<file path="src/rtl/axis_master_buffer.sv">
// axis_master_buffer: backend valid/ready to AXI4-Stream master transmit stage through a FWFT FIFO
// Ports:
//   axi_aclk, axi_aresetn          clock, asynchronous active-low reset
//   bk_data/tstrb/tkeep/tid/user/tlast, bk_valid -> bk_ready   backend beat input
//   axis_tvalid/tdata/tstrb/tkeep/tlast/tid/tuser <- axis_tready   AXIS master output
//   fifo_level                     current FIFO occupancy
// Define AXIS_MASTER_PKT_MODE_EN for store-and-forward: beats are held until a whole
// packet is buffered, or until the FIFO fills with no packet end in it (cut-through).
module axis_master_buffer #(
  parameter int DEPTH = 4
) (
  input  logic                       axi_aclk,
  input  logic                       axi_aresetn,
  input  logic [31:0]                bk_data,
  input  logic [3:0]                 bk_tstrb,
  input  logic [3:0]                 bk_tkeep,
  input  logic [1:0]                 bk_tid,
  input  logic [1:0]                 bk_user,
  input  logic                       bk_tlast,
  input  logic                       bk_valid,
  output logic                       bk_ready,
  output logic                       axis_tvalid,
  output logic [31:0]                axis_tdata,
  output logic [3:0]                 axis_tstrb,
  output logic [3:0]                 axis_tkeep,
  output logic                       axis_tlast,
  output logic [1:0]                 axis_tid,
  output logic [1:0]                 axis_tuser,
  input  logic                       axis_tready,
  output logic [$clog2(DEPTH):0]     fifo_level
);
  localparam int AW = $clog2(DEPTH);
  localparam int CW = AW + 1;
  logic [44:0]   mem [DEPTH];
  logic [AW-1:0] wr_ptr, rd_ptr;
  logic [CW-1:0] count;
  logic          push, pop, full;
  assign full       = count == CW'(DEPTH);
  assign bk_ready   = !full;
  assign push       = bk_valid && bk_ready;
  assign pop        = axis_tvalid && axis_tready;
  assign fifo_level = count;
  assign {axis_tlast, axis_tuser, axis_tid, axis_tkeep, axis_tstrb, axis_tdata} = mem[rd_ptr];
  // Storage is not reset; the write is gated so nothing lands while reset is held.
  always_ff @(posedge axi_aclk)
    if (push && axi_aresetn) mem[wr_ptr] <= {bk_tlast, bk_user, bk_tid, bk_tkeep, bk_tstrb, bk_data};
  // Pointers wrap naturally because DEPTH is a power of two.
  always_ff @(posedge axi_aclk or negedge axi_aresetn)
    if (!axi_aresetn) begin
      wr_ptr <= '0;
      rd_ptr <= '0;
      count  <= '0;
    end else begin
      wr_ptr <= wr_ptr + AW'(push);
      rd_ptr <= rd_ptr + AW'(pop);
      count  <= count + CW'(push) - CW'(pop);
    end
`ifdef AXIS_MASTER_PKT_MODE_EN
  logic [CW-1:0] pkt_cnt;
  logic          cut_thru;
  // A full FIFO with no packet end would deadlock, so it is released as cut-through
  // until the packet's last beat leaves.
  always_ff @(posedge axi_aclk or negedge axi_aresetn)
    if (!axi_aresetn) begin
      pkt_cnt  <= '0;
      cut_thru <= 1'b0;
    end else begin
      pkt_cnt  <= pkt_cnt + CW'(push && bk_tlast) - CW'(pop && axis_tlast);
      cut_thru <= (pop && axis_tlast) ? 1'b0 : (full && pkt_cnt == '0) ? 1'b1 : cut_thru;
    end
  assign axis_tvalid = (count != '0) && (pkt_cnt != '0 || cut_thru);
`else
  assign axis_tvalid = count != '0;
`endif
endmodule

</file>
<file path="config.mk">
export PLATFORM = sky130hd
export DESIGN_NAME = axis_master_buffer
export DESIGN_NICKNAME = d
export VERILOG_FILES = /design/src/rtl/axis_master_buffer.sv
export SDC_FILE = /design/constraint.sdc
export NUM_CORES = 1
export LEC_CHECK = 0
export ABC_AREA = 1
export CELL_PAD_IN_SITES_DETAIL_PLACEMENT = 2
export CELL_PAD_IN_SITES_GLOBAL_PLACEMENT = 2
export CORE_UTILIZATION = 34
export DETAILED_ROUTE_END_ITERATION = 16
export PLACE_DENSITY = 0.82
export SYNTH_ARGS = -nofsm -noshare
export SYNTH_HDL_FRONTEND = slang
export SYNTH_SLANG_ARGS = --single-unit
export TNS_END_PERCENT = 50
</file>
<file path="constraint.sdc">
create_clock -name axi_aclk -period 2.9 [get_ports axi_aclk]
set_clock_uncertainty 0.05 [all_clocks]
set_input_delay 0.58 -clock axi_aclk [delete_from_list [all_inputs] [get_ports axi_aclk]]
set_output_delay 0.58 -clock axi_aclk [all_outputs]
set_load 0.005 [all_outputs]
</file>
After elaboration in Yosys (flattened, before gate mapping)
Memories as Yosys holds them, arrays and structs flattened.
Cells that the tools add are included.
{"block": "word_totals", "ff_bits": 7, "latchBits": 0, "mem_bits_rw": 180, "romBits": 0, "output_inout_bits": 50, "elab_cells": 16, "mem_count": 1}
{"memory": "mem", "words": 4, "width": 45, "rd": 1, "rd_ports_with_merged_regs": 0, "wr": 1, "line": "34", "source": "logic [44:0] mem [DEPTH];"}
{"block": "op_classes", "addsub": 4, "multipliers": 0, "div": 0, "n_lt_le_gt_ge": 0, "n_eq_ne": 1, "shifts": 0, "n_mux": 2, "bitwise": 0, "reduce_logical": 5}
{"op": "$add A2 B1 Y2", "count": 2}
{"op": "$add A3 B1 Y3", "count": 1}
{"op": "$eq A3 B3 Y1 const B", "count": 1}
{"op": "$logic_and A1 B1 Y1", "count": 3}
{"op": "$reduce_bool A3 Y1", "count": 1}
{"op": "$sub A3 B1 Y3", "count": 1}
{"op": "$mux W1", "count": 2}
{"op": "$logic_not A1 Y1", "count": 1}

Logic depth before layout (Yosys ltp)
Gate-level depths: netlist (run 1).
{"block": "depth", "depth_word": 6, "depth_mapped": 9, "mapped_depth_nobuf": 9}

Worst setup path before layout (run 1)
No wires, ideal clock.
{"block": "synth_timing", "path_type": "input -> register", "start": "input port axi_aresetn", "end": "memory mem[0][0] (enable)", "setup_time_ns": 0.448, "t_arrival_ns": 2.612, "setup_slack_ns": -0.210, "cell_stages": 2, "cell_sequence": "nand3_1 > nor2_1"}
{"block": "synth_between", "elab_chain_len": 3}
{"item": "start, declared", "line": "13", "source": "input logic axi_aresetn,"}
{"item": "$logic_and A1 B1 Y1", "line": "46", "source": "if (push && axi_aresetn) mem[wr_ptr] <= {bk_tlast, bk_user, bk_tid, bk_tkeep, bk_tstrb, bk_data};"}
{"item": "$mux W1", "line": "46"}
{"item": "$mux W1 (not written as such)", "line": "46"}
{"item": "end, declared", "line": "34"}
Every way passes these cells.

Worst setup path after layout (run 1)
{"block": "layout_timing", "start": "register rd_ptr[0]", "end": "output port axis_tkeep[2]"}
{"block": "layout_between", "elab_chain_len": 1}
{"item": "start, declared", "line": "35", "source": "logic [AW-1:0] wr_ptr, rd_ptr;"}
{"item": "start signal, assigned", "line": "55", "source": "rd_ptr <= rd_ptr + AW'(pop);"}
{"item": "$mem_v2 Z4 W45"}
{"item": "end, declared", "line": "25", "source": "output logic [3:0] axis_tkeep,"}
Every way passes these cells.

==> impl_metrics.tcl, run 1 <==
set metrics [dict create \
    r2r-start "fifo_level[1]$_DFF_PN0_" \
    drt_iter0_markers 202 \
    layout_min_cycle_time_ns 2.87 \
    cts_buffer_depth 2 \
    drtAntennaViolNets 0 \
    drv_cap 0 \
    die_x_um 146 \
    maxSlewHeadroom_pct 69.6 \
    clk_pin_slew_worst_paths_ns 0.07 \
    yosysUniqueCellTypes 18 \
    total_power_w 0.00935 \
    cts_tree "built" \
    grt_pass1_vias 5387 \
    placementRows 52 \
    grt_setup_unrepaired "true" \
    irDropWorstVdd_mv 0.523 \
    clock_latency_ns 0.44 \
    synthTopCellsByCount "180 x edfxtp_1, 140 x nor2_1, 82 x o21ai_0" \
    yosys-top-cells-area "edfxtp_1 76%, nor2_1 7.4%, o21ai_0 5.8%, o21ai_1 3.7%, dfrtp_1 2.5%" \
    first_pass_iters 4 \
    viasPerCell 5.05 \
    worstPathRequired_ns 2.27 \
    grt_remaining_overflow 0 \
    routedWlPerCell_um 22.5 \
    die_h_um 146 \
    fmaxAchievable_mhz 348 \
    ff2ff_path_depth 9 \
    endpoint_kind "output pin" \
    worstSetupEndpoint "axis_tkeep[2]" \
    critical_path.max_fanout 43 \
    wl_mm 20.6 \
    synth_top_area_cell "edfxtp_1" \
    final_util_pct 45.4 \
    ios 99 \
    finalMaxSlewViolations 0 \
    synth_edf_count 180 \
    hpwl_mm 12.1 \
    grt_pass1_wl_mm 31.7 \
    syn_nets 577 \
    die-area_um2 21400 \
    grt_max_degree 46 \
    io_buffers 98 \
    outcome "complete, no violations" \
    min_path_type "in -> async" \
    grt_use_total_pct 20.2 \
    reg2reg_to "fifo_level[2]$_DFF_PN0_" \
    clock-sinks 187 \
    initial_core_util_pct 34.8 \
    report.final.hold_viol_count 0 \
    cp.arrival_ns 2.24 \
    synth_seq_cells 187 \
    leakage_nw 3.15 \
    synthFlopType "edfxtp_1" \
    vias 4618 \
    area_delta_synth_final_pct 30.4 \
    fillCellCount 1953 \
    cp-startpoint "rd_ptr[0]$_DFF_PN0_" \
    htree_levels 4 \
    rrSetupSlack_ns 0.87 \
    synth_top_area_share_pct 76.2 \
    finish.net_count 684 \
    critPathKind "reg -> out" \
    fin_crit_sh_pct 99.0 \
    route.detailed.drc 0 \
    yosysSeqAreaShare_pct 78.7 \
    syn_area_per_cell_um2 13.5 \
    antenna_found_initial 0 \
    ys_async_sr_fraction_pct 3.74 \
    diodes 0 \
    gp_congestion 0.733 \
    synth_area_um2 7090 \
    power_density_nw_per_um2 1010 \
    root_buffer "clkbuf_16" \
    setup-violations-final 0 \
    coreArea_um2 20400 \
    yosysMostFrequentCell "edfxtp_1" \
    worstMarginPinSlew_ns 0.455 \
    cp-start-kind "flop" \
    synthCells 525 \
    cts_buffers 17 \
    ys_warn_count 0 \
    layout-drive-gt1-share_pct 8.39 \
]
[layout make-up]
type | instances | area (um^2) | share of cell area [%]
flip-flops and latches | 187 | 5590 | 60.4
inverters | 7 | 41.3 | 0.446
clock inverters | 13 | 129 | 1.39
clock buffers | 18 | 429 | 4.64
well taps | 270 | 338 | 3.65
multi-input cells | 303 | 1390 | 15.0
repair buffers | 115 | 1340 | 14.4
repair inverters | 1 | 5.00 | 0.0541
[stage by stage]
stage | instances | hold slack, ns | setup slack, ns | setup TNS, ns | cell area (um^2)
after floorplan | 525 | 0.234 | -0.210 | -37.77 | 7090
after global placement | 879 | 0.427 | 0.412 | 0 | 8500
after global routing | 914 | 0.403 | -0.0440 | -0.244 | 9250
final | 914 | 0.409 | 0.0288 | 0 | 9250
after CTS | 913 | 0.398 | 0.0111 | 0 | 9210
after detailed placement | 879 | 0.453 | 0.335 | 0 | 8500
[logic make-up (layout without fill, tap and decap cells)]
family / Yosys count / in the layout / synth area share (%)
AND/OR/NAND/NOR: 162 / 162 / 8.64
XOR/XNOR: 2 / 2 / 0.247
flip-flops: 187 / 187 / 78.7
buffers and inverters: 35 / 154 / 2.19
AO/OA/AOI/OAI: 136 / 136 / 9.63
adder cells (fa/ha/maj): 3 / 3 / 0.635
[sequential cells by signal, summed over array words and instances, names as in the netlist]
signal      flops
wr_ptr          2
mem           180
rd_ptr          2
fifo_level      3
[layout by cell type, fill, tap and decap left out, types with 3 or more instances in the layout]
cell type          n
nand2_1           19
o21ai_1           54
edfxtp_1         180
buf_12             9
nor2_1           136
bufbuf_16          3
clkbuf_16         17
dlymetal6s2s_1     5
dfrtp_1            5
o21ai_0           81
clkinv_4           3
nor2_4             4
clkinv_2           5
clkdlybuf4s50_1   92
inv_1              5
[power breakdown]
part	total [W]	internal (W)	leakage [nW]	switching, W
clock	0.00227	0.00125	0.270	0.00101
combinational	0.00362	0.00171	1.16	0.00191
sequential	0.00347	0.00331	1.71	0.000158
[routing by layer]
layer	part of all wire [%]	GRT usage [%]
met1	40	22.3
met4	2.4	8.75
met5	0	0
met3	2.6	3.62
met2	55	37.7
[critical path, stage by stage (launching register included)]
cell             delay, ns
dfrtp_4               0.53
buf_12                0.25
nor2_1                0.08
nor2_1                0.13
o21ai_1               0.11
o21ai_1               0.14
clkdlybuf4s50_1       0.54
[worst min-delay path by stage]
| stage | cells past startpoint | from | to |
|---|---|---|---|
| floorplan | 0 | axi_aresetn | fifo_level[0]$_DFF_PN0_ |
| global placement | 2 | rd_ptr[1]$_DFF_PN0_ | rd_ptr[1]$_DFF_PN0_ |
| detailed placement | 2 | rd_ptr[1]$_DFF_PN0_ | rd_ptr[1]$_DFF_PN0_ |
| CTS | 2 | axi_aresetn | fifo_level[2]$_DFF_PN0_ |
| global route | 2 | axi_aresetn | fifo_level[0]$_DFF_PN0_ |
| finish | 2 | axi_aresetn | fifo_level[2]$_DFF_PN0_ |
[what timing repair did]
action / 4_1_cts / 5_1_grt
hold buffers: 0 / 0
setup buffers: 0 / 0
pin swaps: 2 / 1
gates resized for setup: 16 / 14
cloned: 3 / 1
setup endpoints to repair: 35 / 24
Power figures use the tool's default switching activity.
==> inputs of run 2 (changes only) <==
Settings changed: ABC_AREA 1 to 0, CORE_ASPECT_RATIO set to 2, CORE_UTILIZATION 34 to 38, PLACE_DENSITY 0.82 to 0.81.
==> run 2 against run 1 <==
First-iteration DRC count fell by 12%. Fmax is 2.3% higher. Die area fell by 12%. Via count is 31% lower. Wire length fell by 25%. Flip-flop and latch count stayed put. Clock power rose by 6%. Final area decreased by 3.6%. Global-route usage shrank 2.9 points. Clock-buffer cell count up 1. Largest cell class unchanged. Highest routed layer unchanged.
==> impl_metrics.tcl, run 2 <==
set metrics [dict create \
    vias 3166 \
    wl_met3_um 551 \
    syn_area_per_cell_um2 25.6 \
    die_x_um 97.4 \
    grt_use_total_pct 17.3 \
    wl_met1_mm 5.76 \
    cp-startpoint "rd_ptr[0]$_DFF_PN0_" \
    synth_seq_cells 187 \
    grt_pass1_wl_mm 23.1 \
    synth_top_area_share_pct 78.1 \
    critPathKind "reg -> out" \
    final_common_cell "edfxtp_1" \
    place_inst 581 \
    die_h_um 193 \
    area_delta_synth_final_pct 28.8 \
    seq_area_um2 5590 \
    r2r-start "fifo_level[2]$_DFF_PN0_" \
    wl_met2_mm 8.75 \
    min_path_type "in -> async" \
    worstPathCellList "buf_4, mux4_2, clkdlybuf4s50_1" \
    slowest_delay_ns 0.53 \
    cts_buffers 17 \
    total_power_w 0.00851 \
    worstMarginPinSlew_ns 0.494 \
    yosys-top-cells-area "edfxtp_1 78%, mux4_2 15%, dfrtp_1 2.5%, buf_12 0.58%, xnor2_1 0.51%" \
    yosysSeqAreaShare_pct 80.6 \
    die-area_um2 18800 \
    grt_max_degree 46 \
    io_buffers 98 \
    routed.top_layer "met4" \
    fmaxAchievable_mhz 356 \
    route.detailed.drc 0 \
    synth_top_area_cell "edfxtp_1" \
    synth_edf_count 180 \
    fin_crit_sh_pct 96.8 \
    slowest_stage "mux4_2" \
    wl_mm 15.4 \
    report.final.hold_viol_count 0 \
    hpwl_mm 10.1 \
    cts_hold_buf 0 \
    cts_buffer_depth 2 \
    clock_latency_ns 0.42 \
    cp-start-kind "flop" \
    grt_pass1_vias 3642 \
    place_area_um2 8270 \
    final_util_pct 50.1 \
    fillCellCount 1544 \
    irDropWorstVdd_mv 0.478 \
    power_density_nw_per_um2 954 \
    clock-sinks 187 \
    synthTopCellsByCount "180 x edfxtp_1, 45 x mux4_2, 7 x dfrtp_1" \
    maxSlewHeadroom_pct 67.0 \
    post-place-ws_ns 0.320 \
    multi_input_area_um2 1280 \
    drt_iter0_markers 177 \
    root_buffer "clkbuf_16" \
    first_pass_iters 4 \
    viasPerCell 5.13 \
    finalMaxSlewViolations 0 \
    setup-violations-final 0 \
    drv_cap 0 \
    final_cells 617 \
    clk_pin_slew_worst_paths_ns 0.07 \
    initial_core_util_pct 38.9 \
    layout-drive-gt1-share_pct 23.8 \
    yosysMostFrequentCell "edfxtp_1" \
    endpoint_kind "output pin" \
    drtAntennaViolNets 0 \
    largest_reg_flops 180 \
    finish.net_count 442 \
    layout_min_cycle_time_ns 2.81 \
    routedWlPerCell_um 25.0 \
    antenna_found_initial 1 \
    critical_path.max_fanout 8 \
    fin_area_um2 8920 \
    synthCells 270 \
    leakage_nw 2.86 \
    htree_levels 4 \
    synthFlopType "edfxtp_1" \
    cp.arrival_ns 2.18 \
    worstPathRequired_ns 2.27 \
    ios 99 \
    layout_common_cells "180 x edfxtp_1, 98 x clkdlybuf4s50_1, 45 x mux4_2" \
    synth_area_um2 6920 \
    coreArea_um2 17800 \
    ys_warn_count 0 \
    grt_remaining_overflow 0 \
    ys_async_sr_fraction_pct 3.74 \
    setup_ws_ns 0.0921 \
    gp_congestion 0.691 \
    cts_tree "built" \
    outcome "complete, no violations" \
    yosysUniqueCellTypes 29 \
    placementRows 69 \
    grt_setup_unrepaired "true" \
    largest-register "mem" \
    syn_nets 322 \
]
==> run 2: cell types whose count changed after synthesis, sizes merged, moves of 2 or more <==
cell,change
inv,-5
nor3b,+2
nand3,-2
xnor2,+3
clkbuf,-17
o21ai,-135
nand2,-18
mux4,+45
nor2,-137
==> run 2: worst paths after layout <==
kind	end	slack [ns]	cells past startpoint
worst max-delay path	axis_tdata[3]	0.09	3
worst min-delay path	wr_ptr[1]$_DFF_PN0_	0.29	1
worst max register to register	fifo_level[2]$_DFF_PN0_	1.00	6
worst min register to register	wr_ptr[1]$_DFF_PN0_	0.47	1
max in group asynchronous	rd_ptr[0]$_DFF_PN0_	2.16	2
min in group axi_aclk	wr_ptr[1]$_DFF_PN0_	0.47	1
==> run 2: layer usage <==
layer | GRT usage, % | vias up
li1 | - | 1405
met1 | 19.5 | 1666
met2 | 31.4 | 78
met3 | 3.84 | 17
met4 | 7.13 | 0
met5 | 0 | -
==> run 2: power breakdown <==
group          internal, W  switching [W]  total [W]
clock network      0.00138        0.00103    0.00241
logic              0.00156        0.00106    0.00262
registers          0.00331       0.000168    0.00348
total              0.00626        0.00225    0.00851
==> run 2: cells by family after synthesis <==
| logic type | share of synthesized area, % |
|---|---|
| flip-flops | 80.6 |
| XOR/XNOR | 0.633 |
| buffers and inverters | 1.54 |
| multiplexers | 14.8 |
| adder cells (fa/ha/maj) | 0.651 |
| AO/OA/AOI/OAI | 0.470 |
| AND/OR/NAND/NOR | 1.30 |
==> run 2: cell type report <==
class                      count  area share [%]
antenna                        1          0.0281
clock buffer                  19            4.86
clock inverter                13            2.02
inverter                       2          0.0842
multi-input combinational     71            14.4
sequential                   187            62.6
tap                          213            2.99
timing repair buffer         111            13.0
==> run 2: timing repair <==
| item | in CTS | in global routing |
|---|---|---|
| setup endpoints to repair | 36 | 3 |
| pin swaps | 0 | 0 |
| gates resized for setup | 0 | 2 |
| buffers inserted | 3 | 0 |
| cloned | 0 | 0 |
==> run 2: through the flow <==
stage | hold slack, ns | TNS, ns
after CTS | 0.274 | 0
after global routing | 0.279 | -0.00538
after global placement | 0.439 | 0
final | 0.291 | 0
after detailed placement | 0.455 | 0
after floorplan | 0.234 | -4.11
==> run 2: critical path, delay by kind of cell (launching register included) <==
kind | cells | cell delay, ns
buffers and inverters | 2 | 0.71
multiplexers | 1 | 0.53
flip-flops | 1 | 0.50
